==> config.mk <==
export PLATFORM = sky130hd
export DESIGN_NAME = rotation_slicer
export DESIGN_NICKNAME = d
export VERILOG_FILES = /design/src/rtl/rotation_slicer_pkg.sv /design/src/rtl/rotation_slicer_phase_accumulator.sv /design/src/rtl/rotation_slicer.sv
export SDC_FILE = /design/constraint.sdc
export NUM_CORES = 1
export LEC_CHECK = 0
export CAP_MARGIN = 10
export CORE_MARGIN = 2
export CORE_UTILIZATION = 40
export DETAILED_ROUTE_END_ITERATION = 8
export GPL_TIMING_DRIVEN = 0
export MAX_ROUTING_LAYER = met4
export PLACE_DENSITY = 0.63
export SYNTH_ARGS = -nofsm -noshare
export SYNTH_HDL_FRONTEND = slang
export SYNTH_SLANG_ARGS = --single-unit
==> constraint.sdc <==
create_clock -name clock -period 4.4 [get_ports clock]
set_input_delay 0.44 -clock clock [delete_from_list [all_inputs] [get_ports clock]]
set_output_delay 0.44 -clock clock [all_outputs]
set_load 0.005 [all_outputs]
==> src/rtl/rotation_slicer_pkg.sv <==
// Shared definitions for the rotation slicer: default widths and FSM encoding.
package rotation_slicer_pkg;

    // Slices per revolution is 2**SLICE_LOG_DEF; must agree with the frame
    // column count used by the downstream frame reader.
    localparam int SLICE_LOG_DEF    = 8;
    localparam int PERIOD_WIDTH_DEF = 24;

    typedef enum logic [1:0] {
        ST_IDLE  = 2'd0,
        ST_CALIB = 2'd1,
        ST_RUN   = 2'd2
    } state_t;

endpackage

==> src/rtl/rotation_slicer_phase_accumulator.sv <==
// Divider-free phase accumulator: adds 2**SLICE_LOG per clock and subtracts
// the revolution period whenever the sum reaches it, flagging a slice advance.
module rotation_slicer_phase_accumulator #(
    parameter int SLICE_LOG    = 8,
    parameter int PERIOD_WIDTH = 24
) (
    input  logic                    clock,
    input  logic                    reset,
    input  logic                    clear,
    input  logic                    enable,
    input  logic [PERIOD_WIDTH-1:0] period,
    output logic                    advance,
    output logic [PERIOD_WIDTH:0]   acc
);

    localparam int AW = PERIOD_WIDTH + 1;
    localparam logic [AW-1:0] STEP = AW'(1) << SLICE_LOG;

    logic [AW-1:0] acc_q;
    logic [AW-1:0] acc_d;
    logic [AW-1:0] sum;
    logic [AW-1:0] period_ext;
    logic          reach;

    // Candidate sum and threshold compare for this cycle.
    always_comb begin
        period_ext = {1'b0, period};
        sum        = acc_q + STEP;
        reach      = (sum >= period_ext);
        advance    = enable & reach;
        acc_d      = acc_q;
        if (clear) begin
            acc_d = '0;
        end else if (enable) begin
            acc_d = reach ? (sum - period_ext) : sum;
        end
    end

    // Accumulator register.
    always_ff @(posedge clock) begin
        if (reset) begin
            acc_q <= '0;
        end else begin
            acc_q <= acc_d;
        end
    end

    assign acc = acc_q;

endmodule

==> src/rtl/rotation_slicer.sv <==
// Angular timebase: measures the revolution period from the index pulse and
// splits each revolution into 2**SLICE_LOG slices with a strobe per slice.
module rotation_slicer
    import rotation_slicer_pkg::*;
#(
    parameter int SLICE_LOG    = SLICE_LOG_DEF,
    parameter int PERIOD_WIDTH = PERIOD_WIDTH_DEF
) (
    input  logic                    clock,
    input  logic                    reset,
    input  logic                    clock_cycle,
    output logic [SLICE_LOG-1:0]    slice_num,
    output logic                    slice_strobe,
    output logic [PERIOD_WIDTH-1:0] period,
    output logic                    running
);

    localparam logic [PERIOD_WIDTH-1:0] CNT_MAX   = '1;
    localparam logic [SLICE_LOG-1:0]    SLICE_MAX = '1;
    localparam logic [PERIOD_WIDTH:0]   MIN_GAP   = (PERIOD_WIDTH + 1)'(1) << SLICE_LOG;

    state_t                  state_q, state_d;
    logic                    cyc_q;
    logic [PERIOD_WIDTH-1:0] cnt_q, cnt_d;
    logic [PERIOD_WIDTH-1:0] period_q, period_d;
    logic [SLICE_LOG-1:0]    slice_q, slice_d;
    logic                    strobe_q, strobe_d;

    logic                    rise;
    logic [PERIOD_WIDTH:0]   cnt_inc;
    logic                    stall;
    logic                    take_rise;
    logic                    load;
    logic                    acc_clear;
    logic                    acc_enable;
    logic                    advance;
    logic [PERIOD_WIDTH:0]   acc_unused;

    // Rise qualification: glitch filter and stall detect. A stalled counter
    // outranks a rise in CALIB/RUN so a wrapped period is never latched.
    always_comb begin
        rise      = clock_cycle & ~cyc_q;
        cnt_inc   = {1'b0, cnt_q} + 1'b1;
        stall     = (cnt_q == CNT_MAX);
        take_rise = rise & ((cnt_inc >= MIN_GAP) || (state_q == ST_IDLE))
                         & ~(stall && (state_q != ST_IDLE));
        load      = take_rise & (state_q != ST_IDLE);
    end

    // State register.
    always_ff @(posedge clock) begin
        if (reset) begin
            state_q <= ST_IDLE;
        end else begin
            state_q <= state_d;
        end
    end

    // Next-state logic.
    always_comb begin
        state_d = state_q;
        case (state_q)
            ST_IDLE: begin
                if (take_rise) state_d = ST_CALIB;
            end
            ST_CALIB: begin
                if (stall)          state_d = ST_IDLE;
                else if (take_rise) state_d = ST_RUN;
            end
            ST_RUN: begin
                if (stall) state_d = ST_IDLE;
            end
            default: state_d = ST_IDLE;
        endcase
    end

    assign acc_clear  = load | (state_d != ST_RUN);
    assign acc_enable = (state_q == ST_RUN) & (state_d == ST_RUN) & ~load;

    rotation_slicer_phase_accumulator #(
        .SLICE_LOG    (SLICE_LOG),
        .PERIOD_WIDTH (PERIOD_WIDTH)
    ) u_phase (
        .clock   (clock),
        .reset   (reset),
        .clear   (acc_clear),
        .enable  (acc_enable),
        .period  (period_q),
        .advance (advance),
        .acc     (acc_unused)
    );

    // Output/datapath next values: a rise restarts at slice 0, otherwise
    // advance until the last slice and hold there.
    always_comb begin
        cnt_d    = stall ? cnt_q : cnt_inc[PERIOD_WIDTH-1:0];
        period_d = period_q;
        slice_d  = slice_q;
        strobe_d = 1'b0;
        if (take_rise) begin
            cnt_d = '0;
        end
        if (load) begin
            period_d = cnt_inc[PERIOD_WIDTH-1:0];
            slice_d  = '0;
            strobe_d = 1'b1;
        end else if (state_d != ST_RUN) begin
            slice_d = '0;
        end else if (advance && (slice_q != SLICE_MAX)) begin
            slice_d  = slice_q + 1'b1;
            strobe_d = 1'b1;
        end
    end

    // Datapath registers.
    always_ff @(posedge clock) begin
        if (reset) begin
            cyc_q    <= 1'b0;
            cnt_q    <= '0;
            period_q <= '0;
            slice_q  <= '0;
            strobe_q <= 1'b0;
        end else begin
            cyc_q    <= clock_cycle;
            cnt_q    <= cnt_d;
            period_q <= period_d;
            slice_q  <= slice_d;
            strobe_q <= strobe_d;
        end
    end

    assign slice_num    = slice_q;
    assign slice_strobe = strobe_q;
    assign period       = period_q;
    assign running      = (state_q == ST_RUN);

endmodule
; After elaboration in Yosys (flattened, before gate mapping)
; Cells that the tools add are included.
[word_totals]
in_bits = 3
word_cells = 47
ff_bits = 85
output_inout_bits = 34
[op_classes]
eq_ne = 6
n_reduce_logical = 8
n_bitwise = 11
muxes = 9
order_cmp = 2
addsub = 4
[ops]
columns = cell, n
row1 = $add 24x1->25 const B, 1
row2 = $add 25x9->25 const B, 1
row3 = $ge 25x24->1, 1
row4 = $ge 25x9->1 const B, 1
row5 = $mux 25, 1
row6 = $sub 25x24->25, 1
row7 = $eq 24x24->1 const B, 1
row8 = $add 8x1->8 const B, 1
row9 = $mux 2, 4
row10 = $ne 8x8->1 const B, 1
row11 = $and 1x1->1, 7
row12 = $pmux 2 s3, 1
row13 = $eq 2x2->1 const B, 2
row14 = $reduce_or 2->1, 2
row15 = $mux 1, 3
row16 = $not 1->1, 3
row17 = $reduce_or 3->1, 1
row18 = $eq 2x1->1 const B, 1
row19 = $logic_and 1x1->1, 2
row20 = $logic_not 2->1, 1
row21 = $ne 2x2->1 const B, 1
row22 = $reduce_bool 2->1, 1
row23 = $logic_or 1x1->1, 1
row24 = $or 1x1->1, 1

; Depth between registers and ports, before layout
[logic_depth]
word_depth = 16
mapped_depth = 19
ltp_nobuf = 16

; Cells and area by module
; Synthesis repeated with hierarchy kept, for this count alone.
[hier_totals]
cells_unflattened = 764
area_unflattened_um2 = 6033.3
[modules_own_cells]
columns = module, cells_each, instances, seq_area_each_um2, area_per_inst_um2
row1 = rotation_slicer, 367, 1, 1201.2, 3116.7
row2 = rotation_slicer_phase_accumulator, 397, 1, 500.5, 2916.5

; Least setup slack after synthesis
; No wires, ideal clock.
[synth_path]
path_type = reg-to-reg
from = register u_phase.acc_q[8] (netlist: u_phase.acc[8])
to = register u_phase.acc_q[10] (netlist: u_phase.acc[10])
arrival_time_ns = 3.508
path_buffers = 2
period_less_slack_ns = 3.626
required_time_ns = 4.283
setup_ns = 0.117
path_stages_with_launch = 16
setup_slack_ns = 0.774
cell_sequence = dfxtp_1 > ha_1 > and3_1 > nand4_1 > nor2_1 > xor2_1 > ha_1 > and3_1 > a221o_1 > a21oi_1 > o211ai_1 > a31oi_1 > buf_2 > buf_2 > mux2i_1 > nor2_1
[synth_between]
elab_chain_len = 3
elab_cells_between_ends = 4
classes_between = add/sub (2) / order compare (1) / mux (1)
[synth_lines]
columns = element, line_no
row1 = start: declaration, rotation_slicer_phase_accumulator.sv:19  ; logic [AW-1:0] acc_q;
row2 = start signal: assignment, rotation_slicer_phase_accumulator.sv:42  ; acc_q <= '0;
row3 = start signal: assignment, rotation_slicer_phase_accumulator.sv:44  ; acc_q <= acc_d;
row4 = $add 25x9->25 *, rotation_slicer_phase_accumulator.sv:28  ; sum = acc_q + STEP;
row5 = $sub 25x24->25 / $ge 25x24->1 (equally long branches), "rotation_slicer_phase_accumulator.sv:35, rotation_slicer_phase_accumulator.sv:29"
row6 = $mux 25 *, rotation_slicer_phase_accumulator.sv:35  ; acc_d = reach ? (sum - period_ext) : sum;
; Mark *: on every way between the ends. The rest lies on a longest branch, timed or not.
; A chain may end at the register's enable or synchronous reset.

; Worst setup path in the final report
[layout_path]
from = register u_phase.acc_q[12] (netlist: u_phase.acc[12])
to = register u_phase.acc_q[23] (netlist: u_phase.acc[23])
; The elaborated chain is that of the path after synthesis.

==> results.json <==
{
  "run_status": "completed",
  "slew_viol_final": 0,
  "fp-row-count": 42,
  "drive_above_1_share_pct": 9.78,
  "wl_per_cell_um": 16.0,
  "cp_max_fo": 10,
  "synth_cell_types": 69,
  "timing.critical_path.cells": "and3_1 > nand3_1 > nor2_2 > nand2_1 > nor2_1 > xor2_1 > ha_1 > and3_1 > a221o_1 > a21oi_1 > o211ai_1 > a31oi_4 > buf_6 > clkbuf_4 > mux2i_1 > nor2_1",
  "synth_adder_area_share_pct": 6.90,
  "clockPowerShare_pct": 51.0,
  "period_minus_slack_ns": 4.03,
  "die_x_um": 120,
  "layout.nets": 722,
  "yosys.area_share.simple_pct": 22.4,
  "finalCritPeriodShare_pct": 91.6,
  "end_kind": "flip-flop",
  "seq_area_frac_synth_pct": 31.7,
  "synth_compound_area_share_pct": 20.4,
  "critical_path.slowest_cell": "dfxtp_1",
  "synth-xor-area-share_pct": 10.1,
  "synth_async_sr_flop_share_pct": 0,
  "grt_overflow_total": 0,
  "chipHeight_um": 120,
  "initial_utilization_pct": 40.7,
  "avgSynthCellArea_um2": 8.38,
  "finalHoldWorstSlack_ns": 0.494,
  "placed_cells_incl_taps": 853,
  "drc": 0,
  "pwr-share-seq_pct": 47.3,
  "dpl.hpwl_mm": 10.8,
  "critPathTopFamily": "simple AND/OR/NAND/NOR gates",
  "cts.path.max_buffers": 2,
  "hold_viol": 0,
  "worst-path-buf-inv": 2,
  "final_cells": 871,
  "synth_edf_count": 0,
  "cpPeakStageDelay_ns": 0.38,
  "finalClockSkew_ns": 0.00999,
  "insertion_delay_ns": 0.35,
  "synth_cells": 641,
  "switching_share_pct": 21.0,
  "rsz0062_at_grt": "false",
  "die_area_um2": 14400,
  "grt_use_total_pct": 20.7,
  "synth_ff_type": "dfxtp_1",
  "syn_to_final_growth_pct": 17.9,
  "max_freq_mhz": 248,
  "fin_util_pct": 48.0,
  "wl_mm": 14.0,
  "grt_pass1_vias": 4585,
  "ios": 37,
  "start_kind": "flip-flop",
  "root_buffer": "clkbuf_16",
  "antenna_found_initial": 0,
  "synth_top_family_by_area": "simple AND/OR/NAND/NOR gates",
  "gp_congestion": 0.880,
  "internal_power_mw": 1.30,
  "ir_drop_uv": 168,
  "crit_arrival_ns": 4.27,
  "worstPathRequired_ns": 4.64,
  "tightest_slew_ns": 0.935,
  "via_per_inst": 5.54,
  "setup-tns-final_ns": 0,
  "maxSlewHeadroom_pct": 36.1,
  "core-area_um2": 13200,
  "hold_path_class": "flip-flop to flip-flop",
  "synth_mux_area_share_pct": 2.80,
  "synthesis.area_um2": 5370,
  "worst-setup-path-type": "flip-flop to flip-flop",
  "drt_first_pass_iters": 4,
  "cts_num_sinks": 85,
  "p_per_area_nw_per_um2": 260,
  "cts.clk_slew.worst_paths_ns": 0.07,
  "grt_pass1_wl_mm": 22.9,
  "yosysWarnings": 0,
  "cap_violations": 0,
  "p_comb_share_pct": 1.7,
  "setup_viol": 0,
  "io_buffers": 36,
  "final_antenna_net_count": 0,
  "syn-num-nets": 673,
  "grt_max_degree": 14,
  "htree_levels": 3,
  "ys_seq_elements": 85,
  "cts_buffers": 9,
  "cts_tree": "done",
  "insertedDiodeCount": 0,
  "vias": 4824,
  "p_switching_uw": 345,
  "p_leak_nw": 2.27,
  "drt-initial-drc-count": 258
}
-- cell usage in the layout, fill, tap and decap left out, types with 8 or more instances in the layout --
master	count
nor3_1	15
nand2_1	28
dfxtp_1	85
a21oi_1	56
clkbuf_16	9
nand3_1	26
mux2i_1	15
nand4_1	12
nor2_1	89
ha_1	28
clkbuf_1	8
xor2_1	19
a21o_1	10
inv_1	34
xnor2_1	43
and3_1	16
clkdlybuf4s50_1	36
buf_2	9
o21ai_0	16
a211oi_1	18
a211oi_2	13
-- routing by layer --
layer / vias up / routed length, um / GRT usage, %
li1: 2398 / - / -
met1: 2286 / 6720 / 27.4
met2: 120 / 6420 / 32.2
met3: 20 / 566 / 2.85
met4: 0 / 261 / 7.72
met5: - / 0 / -
-- sequential cells by signal, indices dropped and copies added (netlist names) --
signal / cells
cnt_q: 24
cyc_q: 1
slice_strobe: 1
period: 24
state_q: 2
slice_num: 8
u_phase.acc: 25
-- cell families after synthesis --
| family | Yosys count |
|---|---|
| flip-flops | 85 |
| adder cells (fa/ha/maj) | 29 |
| AND/OR/NAND/NOR | 232 |
| AO/OA/AOI/OAI | 155 |
| multiplexers | 15 |
| XOR/XNOR | 62 |
| buffers and inverters | 63 |
-- stage by stage --
stage               setup slack (ns)  area, um2  power [mW]
floorplan                      0.774       5370       0.813
global placement              -0.131       5950       0.821
detailed placement           -0.0897       5950       0.823
CTS                           0.0667       6290        1.66
global route                  0.0507       6330        1.69
finish                         0.367       6330        1.64
-- path summary, 6_finish.rpt --
check / from / to / slack (ns) / cells after the start
max: u_phase.acc[12] / u_phase.acc[23] / 0.37 / 16
max reg2reg: u_phase.acc[12] / u_phase.acc[23] / 0.37 / 16
min reg2reg: state_q[1] / state_q[0] / 0.49 / 1
min: state_q[1] / state_q[0] / 0.49 / 1
-- cell usage after synthesis (all sizes together) (9+ instances only) --
master	instances	area [um2]
a211oi	31	298
dfxtp	85	1700
xnor2	43	377
nand4	13	96.3
mux2i	15	150
nor2	90	338
o21ai	17	85.1
a21oi	57	289
and3	16	100
ha	28	350
nand3	27	148
inv	34	128
a21o	10	75.1
xor2	19	166
nand2	28	105
clkbuf	9	35.0
nor3	18	100
buf	20	143
-- worst reg2reg max path, stage by stage, from the launching register on --
cell	delay, ns
dfxtp_1	0.38
and3_1	0.18
nand3_1	0.14
nor2_2	0.20
nand2_1	0.16
nor2_1	0.16
xor2_1	0.27
ha_1	0.35
and3_1	0.25
a221o_1	0.34
a21oi_1	0.22
o211ai_1	0.18
a31oi_4	0.34
buf_6	0.22
clkbuf_4	0.26
mux2i_1	0.22
nor2_1	0.05
-- layout make-up --
cell class / count / area (um2)
inverter: 34 / 128
multi-input combinational: 493 / 3380
tap: 176 / 220
clock inverter: 2 / 37.5
sequential: 85 / 1700
buffer: 29 / 188
fill: 1271 / 6860
timing repair buffer: 38 / 375
clock buffer: 14 / 294
-- power groups by stage --
| stage | sequential [mW] | clock [mW] | combinational (mW) |
|---|---|---|---|
| global placement | 0.795 | 0 | 0.0265 |
| detailed placement | 0.795 | 0 | 0.0273 |
| finish | 0.778 | 0.839 | 0.0272 |
| global route | 0.778 | 0.881 | 0.0304 |
| CTS | 0.778 | 0.852 | 0.0272 |
| floorplan | 0.794 | 0 | 0.0184 |
-- what timing repair did --
action,4_1_cts,5_1_grt
hold buffers,0,0
pin swaps,0,2
buffers inserted,0,2
endpoints found under the setup margin,16,24
resized for setup,1,8
No activity file was read; power rests on OpenSTA's default activity.
